File: src/rtl/decimal_entry_pkg.sv
// Shared definitions for decimal_entry: FSM state encodings and 7-segment patterns.
// Segment vectors are indexed [0:6] = a..g, active-low.
package decimal_entry_pkg;

    typedef enum logic [1:0] {
        S_TENS = 2'd0,
        S_ONES = 2'd1,
        S_DONE = 2'd2,
        S_ERR  = 2'd3
    } state_t;

    localparam logic [0:6] SEG_BLANK = 7'b1111111;
    localparam logic [0:6] SEG_E     = 7'b0110000;

    localparam logic [0:6] SEG_DIGITS [0:9] = '{
        7'b0000001,  // 0
        7'b1001111,  // 1
        7'b0010010,  // 2
        7'b0000110,  // 3
        7'b1001100,  // 4
        7'b0100100,  // 5
        7'b0100000,  // 6
        7'b0001101,  // 7
        7'b0000000,  // 8
        7'b0000100   // 9
    };

    function automatic logic [0:6] seg_encode(input logic [3:0] digit);
        logic [0:6] seg;
        seg = SEG_BLANK;
        if (digit <= 4'd9) begin
            seg = SEG_DIGITS[digit];
        end
        return seg;
    endfunction

endpackage

File: src/rtl/decimal_entry_seg7_digit.sv
// One BCD digit to active-low a..g segments; codes above 9 show blank.
// Purely combinational.
module seg7_digit
    import decimal_entry_pkg::*;
(
    input  logic [3:0] digit,
    output logic [0:6] seg
);

    assign seg = seg_encode(digit);

endmodule

File: src/rtl/decimal_entry.sv
// Two-digit BCD keypad entry: Enter edges commit D as tens then ones, Value = tens*10+ones.
// Optional segment echo of the entered digits when DECIMAL_ENTRY_ECHO_EN is defined.
module decimal_entry
    import decimal_entry_pkg::*;
#(
    parameter int SYNC_STAGES = 2
) (
    input  logic       Clock,
    input  logic       Reset,
    input  logic [3:0] D,
    input  logic       Enter,
    input  logic       Clear,
    output logic [6:0] Value,
    output logic       Valid,
    output logic       Error,
    output logic [0:6] HEX1,
    output logic [0:6] HEX0
);

    logic [SYNC_STAGES-1:0] sync_q;
    logic [SYNC_STAGES-1:0] fill_q;
    logic                   last_q;
    logic                   commit;

    state_t     state;
    logic [3:0] tens;
    logic [3:0] ones;
    logic [6:0] tens_x10;
    logic       digit_ok;

    // fill_q marks stages that hold real post-reset samples; last_q only tracks the
    // synchroniser once it is full, so an Enter held through Reset never commits.
    always_ff @(posedge Clock or posedge Reset) begin
        if (Reset) begin
            sync_q <= '0;
            fill_q <= '0;
            last_q <= 1'b1;
        end else begin
            sync_q <= {sync_q[SYNC_STAGES-2:0], Enter};
            fill_q <= {fill_q[SYNC_STAGES-2:0], 1'b1};
            if (fill_q[SYNC_STAGES-1]) begin
                last_q <= sync_q[SYNC_STAGES-1];
            end
        end
    end

    assign commit   = sync_q[SYNC_STAGES-1] & ~last_q;
    assign digit_ok = (D <= 4'd9);

    always_comb begin
        tens_x10 = ({3'b000, tens} << 3) + ({3'b000, tens} << 1);
    end

    always_ff @(posedge Clock or posedge Reset) begin
        if (Reset) begin
            state <= S_TENS;
            tens  <= 4'd0;
            ones  <= 4'd0;
            Value <= 7'd0;
            Valid <= 1'b0;
            Error <= 1'b0;
        end else if (Clear) begin
            state <= S_TENS;
            tens  <= 4'd0;
            ones  <= 4'd0;
            Valid <= 1'b0;
            Error <= 1'b0;
        end else if (commit && (state != S_ERR)) begin
            if (!digit_ok) begin
                state <= S_ERR;
                Valid <= 1'b0;
                Error <= 1'b1;
            end else begin
                case (state)
                    S_TENS: begin
                        tens  <= D;
                        state <= S_ONES;
                    end
                    S_ONES: begin
                        ones  <= D;
                        Value <= tens_x10 + {3'b000, D};
                        Valid <= 1'b1;
                        state <= S_DONE;
                    end
                    S_DONE: begin
                        // A new entry starts; the finished Value stays visible.
                        tens  <= D;
                        ones  <= 4'd0;
                        Valid <= 1'b0;
                        state <= S_ONES;
                    end
                    default: begin
                        state <= state;
                    end
                endcase
            end
        end
    end

`ifdef DECIMAL_ENTRY_ECHO_EN
    logic [0:6] tens_seg;
    logic [0:6] ones_seg;

    seg7_digit u_tens_seg (
        .digit (tens),
        .seg   (tens_seg)
    );

    seg7_digit u_ones_seg (
        .digit (ones),
        .seg   (ones_seg)
    );

    always_comb begin
        HEX1 = SEG_BLANK;
        HEX0 = SEG_BLANK;
        case (state)
            S_ONES: begin
                HEX1 = tens_seg;
            end
            S_DONE: begin
                HEX1 = tens_seg;
                HEX0 = ones_seg;
            end
            S_ERR: begin
                HEX1 = SEG_E;
                HEX0 = SEG_E;
            end
            default: begin
                HEX1 = SEG_BLANK;
                HEX0 = SEG_BLANK;
            end
        endcase
    end
`else
    assign HEX1 = SEG_BLANK;
    assign HEX0 = SEG_BLANK;
`endif

endmodule

File: config.mk
export PLATFORM = sky130hd
export DESIGN_NAME = decimal_entry
export DESIGN_NICKNAME = d
export VERILOG_FILES = /design/src/rtl/decimal_entry_pkg.sv /design/src/rtl/decimal_entry_seg7_digit.sv /design/src/rtl/decimal_entry.sv
export SDC_FILE = /design/constraint.sdc
export NUM_CORES = 1
export LEC_CHECK = 0
export CAP_MARGIN = 20
export CORE_AREA = 2 2 58 60
export CTS_CLUSTER_SIZE = 20
export DETAILED_ROUTE_END_ITERATION = 8
export DIE_AREA = 0 0 60 62
export PLACE_DENSITY = 0.69
export SETUP_SLACK_MARGIN = 0.15
export SYNTH_ARGS = -nofsm -noshare
export SYNTH_HDL_FRONTEND = slang
export SYNTH_SLANG_ARGS = --single-unit
File: constraint.sdc
create_clock -name Clock -period 2.45 [get_ports Clock]
set_input_delay 0.735 -clock Clock [delete_from_list [all_inputs] [get_ports Clock]]
set_output_delay 0.735 -clock Clock [all_outputs]
set_load 0.01 [all_outputs]
==> results.toml <==
[worst_setup_path]
max_stage_delay_ns = 0.51
path_depth = 9
cp_max_fo = 2
endpoint_kind = "flip-flop"
r2r_cells = 8
criticalPathCategory = "input pin to flip-flop"
path_buf_inv = 3
cp.arrival_ns = 2.36
cp_cell_sequence = "buf_2, inv_2, fa_1, inv_1, ha_1, a21o_1, a21oi_2, xnor2_1, mux2_2"
cp_slowest_cell = "fa_1"
start_kind = "input pin"
worst_ep_required_time_ns = 2.66
path_delay_family = "adder cells"

[global_routing]
grt_max_degree = 21
antenna_found_initial = 0
overflow = 0
grt_pass1_wl_um = 3220
grt_pass1_vias = 741
grtUsageTotal = 0.118

[clock_network]
cts-root-buf = "clkbuf_4"
cts.clk_slew.worst_paths_ns = 0.12
clk_latency_ns = 0.31
htreeDepth = 1
numCtsBuffers = 3
tritoncts = "built"
hold_buffers = 0
clockBufferDepth = 2
clock_sinks = 20

[cells_and_area]
area_delta_synth_final_pct = 25.9
stdcell_count = 179
drive_above_1_share = 0.278
diodes = 0
finalNetCount = 155
fillerInstances = 295

[synthesis]
syn_inst = 103
ys.flop_type = "dfrtp_1"
post_synth.cell_area_avg_um2 = 11.4
ys_seq_area_frac = 0.428
synth_cell_types = 26
synth_top_cell_by_area = "dfrtp_1"
async_reset_ff_frac = 1.00
synthTopCellsByCount = "19 x dfrtp_1, 14 x buf_4, 11 x ha_1, 11 x inv_1, 9 x nor2_1"
yosysMostFrequentCell = "dfrtp_1"
synth_edf_count = 0
synthesis.area_mm2 = 0.00117
synth_area_leaders = "dfrtp_1 41%, ha_1 12%, buf_4 9.0%"
yosys.area.top_type_share = 0.406
ys_ff_latch = 20
ys_warn_count = 0

[power_and_ir_drop]
power_density_mw_per_mm2 = 560
clkPwrFrac = 0.234
total_leakage_power_nw = 0.713
peakVddDrop_uv = 386
pwr-share-comb = 0.282
switching_power_w = 0.000231
swShare = 0.280
p_int_w = 0.000595
pwr-share-seq = 0.484

[placed_design]
dp_hpwl_um = 1530
io_buffers = 16
gp_congestion = 0.694
dp.cells = 175

[outcome]
status = "finished clean"

[routing]
viasPerCell = 4.16
wire_per_inst_um = 10.5
drt_iter0_drc = 7
vias = 744
drt-total-wl_um = 1890
dr.pass1.iters = 3
ant_nets = 0
drc_errors = 0

[timing]
slew_viol_final = 0
rsz0062_at_grt = "false"
period_needed_ns = 2.16
clock-skew-final_ns = 0.00929
fin_tns_setup_ns = 0
final_min_period_over_clock_period = 0.880
hold_viol_final = 0
setup_viol = 0
fmax_mhz = 464

[floorplan]
die_h_um = 62
ios = 31
core_mm2 = 0.00318
num_rows = 21
die_area_mm2 = 0.00372
die_x_um = 60
initial_core_util = 0.369

[min_path]
hold_class = "flip-flop to flip-flop"
holdPathStages = 0

[run]
maxCapViolCount = 0
[metal layers]
layer,GRT usage,vias to the layer above,routed length [um]
met5,0,-,0
met4,0.0476,0,23
met3,0.0269,2,106
met2,0.185,27,890
met1,0.159,347,867
li1,-,368,-
[per-stage QoR]
step                utilization  setup slack [ns]  hold WS [ns]  power, W  area (um2)
floorplan                     -             0.151         0.331  0.000543        1230
global placement          0.453            -0.436         0.332  0.000636        1440
detailed placement        0.453            -0.459         0.337  0.000642        1440
CTS                       0.468             0.153         0.363  0.000839        1490
global route              0.464             0.203         0.376  0.000877        1480
finish                    0.464             0.293         0.359  0.000826        1480
[repair_timing]
action,4_1_cts,5_1_grt
setup buffers,0,0
pin swaps,6,9
endpoints found under the setup margin,3,2
cloned,0,0
gates resized for setup,8,5
[power by group through the flow]
stage	Clock, W	Sequential, W	Combinational (W)
after floorplan	0	0.000419	0.000123
after global placement	0	0.000405	0.000231
after detailed placement	0	0.000407	0.000234
after CTS	0.000202	0.000401	0.000236
after global routing	0.000212	0.000405	0.000260
final	0.000193	0.000399	0.000233
[final cells by class]
cell class                      instances  area, um2  share of cell area
Clock buffer                            4       36.3              0.0246
Inverter                               11       41.3              0.0280
Multi-Input combinational cell         71        596               0.403
Sequential cell                        20        502               0.340
Tap cell                               46       57.6              0.0390
Timing Repair Buffer                   27        244               0.165
[state kept, by name, summed over array words and instances (netlist names)]
signal and cells:
sync_q 2, Valid 1, fill_q 2, Error 1
state 2, tens 4, last_q 1, Value 7
[cells in the final DEF (no fill, tap or decap), drive strengths merged]
master / instances
clkbuf: 5
dlygate4sd2: 1
nand2: 2
nand2b: 2
conb: 15
xor2: 1
dfrtp: 19
o31ai: 1
buf: 12
xnor2: 2
o21a: 1
nor3: 2
a211oi: 1
a21oi: 4
o41ai: 1
mux2i: 5
dfstp: 1
mux2: 7
nor3b: 2
fa: 2
nor2: 9
ha: 11
clkdlybuf4s50: 13
a21o: 1
o21ai: 2
inv: 11
[cell families (layout without fill, tap and decap cells)]
family,count (synthesis),in the layout,synth area share
fa+ha+maj,13,13,0.152
flops,20,20,0.428
xor+xnor,3,3,0.0224
buf+inv,26,42,0.128
simple gates,17,17,0.0982
mux,12,12,0.110
other cells,1,15,0.00320
compound gates,11,11,0.0587
[path summary, 6_finish.rpt]
kind	from	endpoint	slack (ns)
max in group asynchronous	Reset	last_q$_DFFE_PP1P_	1.44
worst min-delay path	fill_q[0]$_DFF_PP0_	fill_q[1]$_DFF_PP0_	0.36
min in group asynchronous	Reset	Value[1]$_DFFE_PP0P_	0.74
worst max register to register	tens[2]$_DFFE_PP0P_	Value[5]$_DFFE_PP0P_	0.33
worst max-delay path	D[3]	Value[5]$_DFFE_PP0P_	0.29
worst min register to register	fill_q[0]$_DFF_PP0_	fill_q[1]$_DFF_PP0_	0.36
Note: power is estimated with default switching activity, not from simulation.
